--- src/rtl/rvvi_trace_pkg.sv ---
// Shared retire-record type, privilege-mode constants and ORDER distance helper
// for the RVVI retire buffer. Record fields are sized for XLEN up to 64.
package rvvi_trace_pkg;

   localparam int unsigned RB_XLEN = 64;

   localparam logic [1:0] MODE_U = 2'd0;
   localparam logic [1:0] MODE_S = 2'd1;
   localparam logic [1:0] MODE_M = 2'd3;

   typedef struct packed {
      logic [31:0]        insn;
      logic [RB_XLEN-1:0] pc;
      logic               trap;
      logic [1:0]         mode;
      logic               x_wb;
      logic [4:0]         x_idx;
      logic [RB_XLEN-1:0] x_wdata;
      logic               csr_wb;
      logic [11:0]        csr_addr;
      logic [RB_XLEN-1:0] csr_data;
   } retire_rec_t;

   // Distance of order ahead of head, modulo 2^width (width <= 32).
   function automatic logic [31:0] order_diff(input logic [31:0] order,
                                              input logic [31:0] head,
                                              input int unsigned width);
      logic [31:0] d;
      d = order - head;
      if (width < 32) d = d & ((32'd1 << width) - 32'd1);
      return d;
   endfunction

endpackage

--- src/rtl/rvvi_rb_slots.sv ---
// Reorder-window storage: DEPTH retire records plus per-slot valid bits,
// one write port and one combined read/clear port.
module rvvi_rb_slots
   import rvvi_trace_pkg::*;
#(
   parameter int unsigned DEPTH = 8,
   localparam int unsigned IDX_W = $clog2(DEPTH)
) (
   input  logic             clk,
   input  logic             reset,
   input  logic             wr_en_i,
   input  logic [IDX_W-1:0] wr_idx_i,
   input  retire_rec_t      wr_rec_i,
   output logic             wr_occ_o,
   input  logic [IDX_W-1:0] rd_idx_i,
   input  logic             clr_i,
   output retire_rec_t      rd_rec_o,
   output logic             rd_valid_o
);

   logic [DEPTH-1:0] valid_q, valid_d;
   retire_rec_t      mem_q [DEPTH];

   always_comb begin
      // NOTE: every combinational output gets a default first so no latch is inferred.
      valid_d = valid_q;
      if (wr_en_i) valid_d[wr_idx_i] = 1'b1;
      if (clr_i)   valid_d[rd_idx_i] = 1'b0;
   end

   always_ff @(posedge clk or posedge reset) begin
      // NOTE: state registers use non-blocking assignments; combinational blocks use blocking.
      if (reset) valid_q <= '0;
      else       valid_q <= valid_d;
   end

   // NOTE: record storage has no reset; the valid bits alone decide whether a slot is live.
   always_ff @(posedge clk) begin
      if (wr_en_i) mem_q[wr_idx_i] <= wr_rec_i;
   end

   assign wr_occ_o   = valid_q[wr_idx_i];
   assign rd_rec_o   = mem_q[rd_idx_i];
   assign rd_valid_o = valid_q[rd_idx_i];

endmodule

--- src/rtl/rvvi_retire_buffer.sv ---
// Reorders ORDER-tagged retire records into a strictly sequential stream for RVVI.
// Optional stall watchdog (WD_CYCLES, wd_err) is enabled by RVVI_RB_WATCHDOG_EN.
module rvvi_retire_buffer
   import rvvi_trace_pkg::*;
#(
   parameter int unsigned XLEN       = 64,
   parameter int unsigned DEPTH      = 8,
   parameter int unsigned ORDER_W    = 16,
   parameter int unsigned ORDER_BASE = 0
`ifdef RVVI_RB_WATCHDOG_EN
   , parameter int unsigned WD_CYCLES = 1024
`endif
) (
   input  logic                     clk,
   input  logic                     reset,
   input  logic                     in_valid,
   output logic                     in_ready,
   input  logic [ORDER_W-1:0]       in_order,
   input  logic [31:0]              in_insn,
   input  logic [XLEN-1:0]          in_pc,
   input  logic                     in_trap,
   input  logic [1:0]               in_mode,
   input  logic                     in_x_wb,
   input  logic [4:0]               in_x_idx,
   input  logic [XLEN-1:0]          in_x_wdata,
   input  logic                     in_csr_wb,
   input  logic [11:0]              in_csr_addr,
   input  logic [XLEN-1:0]          in_csr_data,
   output logic                     out_valid,
   input  logic                     out_ready,
   output logic [ORDER_W-1:0]       out_order,
   output logic [31:0]              out_insn,
   output logic [XLEN-1:0]          out_pc,
   output logic                     out_trap,
   output logic [1:0]               out_mode,
   output logic                     out_x_wb,
   output logic [4:0]               out_x_idx,
   output logic [XLEN-1:0]          out_x_wdata,
   output logic                     out_csr_wb,
   output logic [11:0]              out_csr_addr,
   output logic [XLEN-1:0]          out_csr_data,
   output logic [$clog2(DEPTH):0]   occupancy,
   output logic                     dup_err,
   output logic                     stale_err
`ifdef RVVI_RB_WATCHDOG_EN
   , output logic                   wd_err
`endif
);

   localparam int unsigned IDX_W = $clog2(DEPTH);

   logic [ORDER_W-1:0] head_q, head_d, diff, out_order_q, out_order_d;
   logic               in_window, is_stale, accept, drain_free, bypass, wr_en, clr;
   logic               slot_occ, head_valid;
   logic               out_valid_q, out_valid_d, dup_q, dup_d, stale_q, stale_d;
   logic [IDX_W:0]     occ_q, occ_d;
   retire_rec_t        in_rec, slot_rec, out_rec_q, out_rec_d;

   always_comb begin
      in_rec          = '0;
      in_rec.insn     = in_insn;
      in_rec.pc       = RB_XLEN'(in_pc);
      in_rec.trap     = in_trap;
      in_rec.mode     = in_mode;
      in_rec.x_wb     = in_x_wb;
      in_rec.x_idx    = in_x_idx;
      in_rec.x_wdata  = RB_XLEN'(in_x_wdata);
      in_rec.csr_wb   = in_csr_wb;
      in_rec.csr_addr = in_csr_addr;
      in_rec.csr_data = RB_XLEN'(in_csr_data);
   end

   // Upper half of the ORDER space behind head is stale; the rest beyond the window stalls.
   assign diff       = ORDER_W'(order_diff(32'(in_order), 32'(head_q), ORDER_W));
   assign in_window  = diff < ORDER_W'(DEPTH);
   assign is_stale   = diff[ORDER_W-1];
   assign in_ready   = in_window | is_stale;
   assign accept     = in_valid & in_ready;
   assign drain_free = ~out_valid_q | out_ready;
   assign bypass     = drain_free & ~head_valid & accept & (diff == '0);
   assign wr_en      = accept & in_window & ~slot_occ & ~bypass;
   assign clr        = drain_free & head_valid;

   rvvi_rb_slots #(.DEPTH(DEPTH)) u_slots (
      .clk        (clk),
      .reset      (reset),
      .wr_en_i    (wr_en),
      .wr_idx_i   (in_order[IDX_W-1:0]),
      .wr_rec_i   (in_rec),
      .wr_occ_o   (slot_occ),
      .rd_idx_i   (head_q[IDX_W-1:0]),
      .clr_i      (clr),
      .rd_rec_o   (slot_rec),
      .rd_valid_o (head_valid)
   );

   always_comb begin
      head_d      = head_q;
      out_valid_d = out_valid_q;
      out_order_d = out_order_q;
      out_rec_d   = out_rec_q;
      if (drain_free) begin
         if (head_valid) begin
            out_valid_d = 1'b1;
            out_order_d = head_q;
            out_rec_d   = slot_rec;
            head_d      = head_q + ORDER_W'(1);
         end else if (bypass) begin
            out_valid_d = 1'b1;
            out_order_d = in_order;
            out_rec_d   = in_rec;
            head_d      = head_q + ORDER_W'(1);
         end else begin
            out_valid_d = 1'b0;
         end
      end
      occ_d   = occ_q + (IDX_W+1)'(wr_en) - (IDX_W+1)'(clr);
      dup_d   = dup_q | (accept & in_window & slot_occ);
      stale_d = stale_q | (accept & is_stale);
   end

   always_ff @(posedge clk or posedge reset) begin
      if (reset) begin
         head_q      <= ORDER_W'(ORDER_BASE);
         out_valid_q <= 1'b0;
         out_order_q <= '0;
         out_rec_q   <= '0;
         occ_q       <= '0;
         dup_q       <= 1'b0;
         stale_q     <= 1'b0;
      end else begin
         head_q      <= head_d;
         out_valid_q <= out_valid_d;
         out_order_q <= out_order_d;
         out_rec_q   <= out_rec_d;
         occ_q       <= occ_d;
         dup_q       <= dup_d;
         stale_q     <= stale_d;
      end
   end

`ifdef RVVI_RB_WATCHDOG_EN
   localparam int unsigned WD_W = $clog2(WD_CYCLES + 1);
   logic [WD_W-1:0] wd_cnt_q, wd_cnt_d;
   logic            wd_err_q, wd_err_d;

   // Counts cycles the buffer holds records but cannot make progress at head.
   always_comb begin
      wd_cnt_d = wd_cnt_q;
      if (clr | bypass)
         wd_cnt_d = '0;
      else if ((occ_q != '0) && !head_valid && (wd_cnt_q != WD_W'(WD_CYCLES)))
         wd_cnt_d = wd_cnt_q + WD_W'(1);
      wd_err_d = wd_err_q | (wd_cnt_d == WD_W'(WD_CYCLES));
   end

   always_ff @(posedge clk or posedge reset) begin
      if (reset) begin
         wd_cnt_q <= '0;
         wd_err_q <= 1'b0;
      end else begin
         wd_cnt_q <= wd_cnt_d;
         wd_err_q <= wd_err_d;
      end
   end

   assign wd_err = wd_err_q;
`endif

   assign out_valid    = out_valid_q;
   assign out_order    = out_order_q;
   assign out_insn     = out_rec_q.insn;
   assign out_pc       = out_rec_q.pc[XLEN-1:0];
   assign out_trap     = out_rec_q.trap;
   assign out_mode     = out_rec_q.mode;
   assign out_x_wb     = out_rec_q.x_wb;
   assign out_x_idx    = out_rec_q.x_idx;
   assign out_x_wdata  = out_rec_q.x_wdata[XLEN-1:0];
   assign out_csr_wb   = out_rec_q.csr_wb;
   assign out_csr_addr = out_rec_q.csr_addr;
   assign out_csr_data = out_rec_q.csr_data[XLEN-1:0];
   assign occupancy    = occ_q;
   assign dup_err      = dup_q;
   assign stale_err    = stale_q;

endmodule
--- config.mk ---
export PLATFORM = sky130hd
export DESIGN_NAME = rvvi_retire_buffer
export DESIGN_NICKNAME = d
export VERILOG_FILES = /design/src/rtl/rvvi_trace_pkg.sv /design/src/rtl/rvvi_rb_slots.sv /design/src/rtl/rvvi_retire_buffer.sv
export SDC_FILE = /design/constraint.sdc
export NUM_CORES = 2
export LEC_CHECK = 0
export CAP_MARGIN = 20
export CELL_PAD_IN_SITES_DETAIL_PLACEMENT = 0
export CELL_PAD_IN_SITES_GLOBAL_PLACEMENT = 1
export CORE_ASPECT_RATIO = 2
export CORE_MARGIN = 2
export CORE_UTILIZATION = 40
export CTS_BUF_LIST = sky130_fd_sc_hd__clkbuf_8
export DETAILED_ROUTE_END_ITERATION = 8
export GPL_TIMING_DRIVEN = 0
export PLACE_DENSITY = 0.65
export SYNTH_ARGS = -nofsm -noshare
export SYNTH_HDL_FRONTEND = slang
export SYNTH_SLANG_ARGS = --single-unit
--- constraint.sdc ---
create_clock -name clk -period 30.8 [get_ports clk]
set_input_delay 4.62 -clock clk [delete_from_list [all_inputs] [get_ports clk]]
set_output_delay 4.62 -clock clk [all_outputs]
set_load 0.01 [all_outputs]
==> metrics.log <==
[metrics] final count of hold timing violations: 0
[metrics] Boundary Pins: approximately 540
[metrics] share of synthesized registers carrying an async set or reset: between 10% and 20%
[metrics] Fmax achieved: 74.3 MHz
[metrics] total of warnings raised by yosys: 0
[metrics] Syn Nets: 5140
[metrics] Cells after Synth: around 4900
[metrics] total standard cell area after synthesis: 0.0843 sq mm
[metrics] start point of the critical path: in_order[1]
[metrics] power per standard cell area: between 50 and 60 mW/mm^2
[metrics] DRT Wirelength: around 310000 um
[metrics] arrival time of data at the critical path endpoint: 8.84 ns
[metrics] layout cells sized above 1: ~14%
[metrics] wire length per cell after detailed routing: between 30 and 40 um
[metrics] drc violations: 0
[metrics] number of nets with antenna violations after detailed routing: 0
[metrics] mean cell area of the mapped netlist: 17.4 sq um
[metrics] Cell variety after synth: 60
[metrics] number of buffers added by the clock tree synthesis step: 321
[metrics] Die Footprint: about 0.21 sq mm
[metrics] Post-synth top flop: edfxtp_1
[metrics] VDD IR max: 50.5 uV
[metrics] die extent in x: ~330 um
[metrics] cells along the critical path: clkdlybuf4s50_1 -> clkbuf_1 -> inv_1 -> fa_1 -> nand2b_1 -> a211oi_1 -> o311ai_1 -> a31oi_1 -> xor2_1 -> nor4_2 -> a21o_1 -> clkdlybuf4s50_1
[metrics] aggregate global routing overflow: 0
[metrics] final setup vio count: 0
[metrics] unrepaired setup endpoints after global routing: no
[metrics] type of element launching the critical path: primary input
[metrics] outcome: finished, final reports clean
[metrics] die boundary height: 653 um
[metrics] via count of the first global-routing pass: 53500
[metrics] maximum number of pins on one net before global-route repair: 88
[metrics] slowest stage cell on the critical path: a211oi_1
[metrics] max-cap violations: 0
[metrics] average vias per placed instance: about 5.9
[metrics] clock period minus worst slack: 13.46 ns
[metrics] Tot GR Track Use: between 20% and 30%
[metrics] Tightest Pin Transition: 1.22 ns
[metrics] Worst Min Path Start: stale_err
[metrics] number of DRC markers in iteration 0: 6097
[metrics] crit-path max cell delay: 0.56 ns
[metrics] cell with the most instances on the worst path: clkdlybuf4s50_1
[metrics] number of enable-type register cells in the synthesized netlist: 1968
[metrics] starting density of the core: 40.2%
[metrics] clock transition at the registers of the reported paths: approximately 0.060 ns
[metrics] clock root buffer: clkbuf_8
[metrics] Req. time, crit path: 26.18 ns
[metrics] length of the first detailed-routing pass in iterations: 6
[metrics] final-stage net count: 6371
[metrics] Post-CTS Resized: 0
[metrics] Final Wtd Congestion: 0.879
[metrics] relative max-transition margin: 18.6%
[metrics] launching point of the worst reg2reg path: head_q[8]
[metrics] buffers from clock root to sink, at most: 4
[metrics] LEAKAGE: between 30 and 40 nW
[metrics] worst setup slack for register-to-register paths: around 25 ns
[metrics] hold-fix buffer count after cts: 0
[metrics] core box area: 0.210 sq mm
[metrics] post-synthesis sequential area ratio: 78.8%
[metrics] largest fanout of any net on the critical path: 9
[metrics] number of cell rows: 238
[metrics] non-filler cells, final: 9133
[metrics] Sink Count: 2261
[metrics] path category of the worst min-delay check: reg2reg
[metrics] post-CTS setup repair buffer count: 0
[metrics] total instance count after detailed placement: 8519
[metrics] final setup TNS: 0 ns
[metrics] antenna violations before repair: 76
[metrics] number of max-slew violations in the final report: 0
[metrics] power consumption: 5.89 mW
[metrics] CTS tree: built
[metrics] H-Tree Level Count: 5
[metrics] Worst Clk Skew: 0.0602 ns
[metrics] post-detailed-placement half-perimeter wirelength: 221000 um
[metrics] count of port buffers added during placement: about 530
[metrics] fin crit share: between 40% and 50%
[metrics] clock latency on the worst-skew pair: 0.99 ns
[metrics] Critical Path End Type: output pin
[metrics] number of synthesized register bits: ~2300
[metrics] layout overhead on the synthesized area: 23.3%
[metrics] type of the setup path with the least slack: in2out
[metrics] total via count in the routed design: 54000
[metrics] global-route wire length before repair: 422000 um
-- Yosys cell counts (all sizes together), types with 7 or more instances --
cell,count,area [sq um]
edfxtp,1968,59100
a22oi,497,3730
dfrtp,293,7330
a21oi,292,1460
inv,269,1010
clkbuf,268,1010
mux2i,263,2630
a31oi,247,1550
a221oi,246,2150
a22o,246,2150
buf,51,629
ha,20,250
nand2,18,67.6
nor2,18,67.6
xnor2,18,158
nor3,17,85.1
nand3,13,65.1
nand4,10,62.6
o21ai,9,45.0
a2bb2oi,8,70.1
a21o,7,52.6
and3,7,43.8
nand2b,7,43.8
-- path summary, 6_finish.rpt --
path                                    endpoint  cells past startpoint
hold / removal                         stale_err                      1
setup / recovery                        in_ready                     12
min in group asynchronous       out_csr_data[18]                      2
hold reg to reg                        stale_err                      1
setup reg to reg           u_slots.mem_q[1][125]                     18
max in group asynchronous        out_x_wdata[62]                      5
-- power by group --
part	internal (mW)	leakage [nW]	switching, mW
logic	0.0802	11.4	0.131
registers	3.34	20.5	0.00642
clock network	1.18	3.57	1.16
total	4.60	35.5	1.30
-- cell usage in the layout (no fill, tap or decap), types with 10 or more instances in the layout --
master              n
buf_4              99
clkinv_2           32
inv_1             374
buf_6             184
clkbuf_1          243
a221oi_1          246
a21oi_1           292
diode_2            36
xnor2_1            18
clkdlybuf4s50_1   534
clkbuf_2           25
nand2_1            18
mux2i_1           263
a22o_1            246
nand3_1            13
ha_1               20
clkinv_1           47
nor2_1             18
a31oi_1           247
nor3_1             10
a22oi_1           497
edfxtp_1         1968
buf_1              15
buf_12             25
clkbuf_8          359
dfrtp_1           293
clkinvlp_4         11
buf_8              81
nand4_1            10
buf_16             15
bufinv_16          13
-- critical path, delay by kind of cell --
kind,cells,cell delay (ns)
compound gates,4,1.25
xor+xnor,1,0.21
fa+ha+maj,1,0.49
buf+inv,4,1.60
simple gates,2,0.67
-- flip-flops by register name, indices dropped and copies added, names as in the netlist --
signal,count
out_valid,1
out_x_idx,5
dup_err,1
out_x_wb,1
out_x_wdata,64
out_csr_wb,1
head_q,16
out_pc,64
out_trap,1
out_csr_data,64
out_insn,32
stale_err,1
u_slots.valid_q,8
occupancy,4
out_mode,2
u_slots.mem_q,1968
out_csr_addr,12
out_order,16
-- cell type report --
type / instances / area, sq um
buffer: 319 / 1670
sequential: 2261 / 66400
antenna: 36 / 90.1
multi-input combinational: 2003 / 15300
inverter: 269 / 1020
tap: 2760 / 3450
timing repair buffer: 908 / 9750
fill: 17800 / 106000
clock buffer: 359 / 4940
clock inverter: 218 / 1280
-- through the flow --
stage / setup slack (ns) / cell area [sq um] / utilization, % / hold WS (ns)
final: 17.34 / 104000 / 49.5 / 0.461
after global routing: 17.16 / 104000 / 49.5 / 0.477
after CTS: 17.11 / 104000 / 49.4 / 0.462
after detailed placement: 17.13 / 97600 / 46.5 / 0.449
after global placement: -29.63 / 93100 / 44.3 / 0.441
after floorplan: -1.13 / 84300 / - / 0.466
-- layer usage --
metal / GRT usage, % / wire (um)
met1: 34.1 / 113000
met2: 47.4 / 153000
met3: 6.62 / 27000
met4: 12.9 / 14600
met5: 0 / 386
-- cell families (layout without fill, tap and decap cells) --
logic type,after synthesis,in the layout,synth area share [%]
adders and majority gates,22,22,0.344
buffers and inverters,588,2073,3.14
and+or+nand+nor,110,110,0.692
muxes,268,268,3.20
AOI/OAI and AO/OA,1579,1579,13.6
other,0,36,0
xor gates and xnor gates,24,24,0.258
DFF,2261,2261,78.8
(Power assumes the default switching activity.)
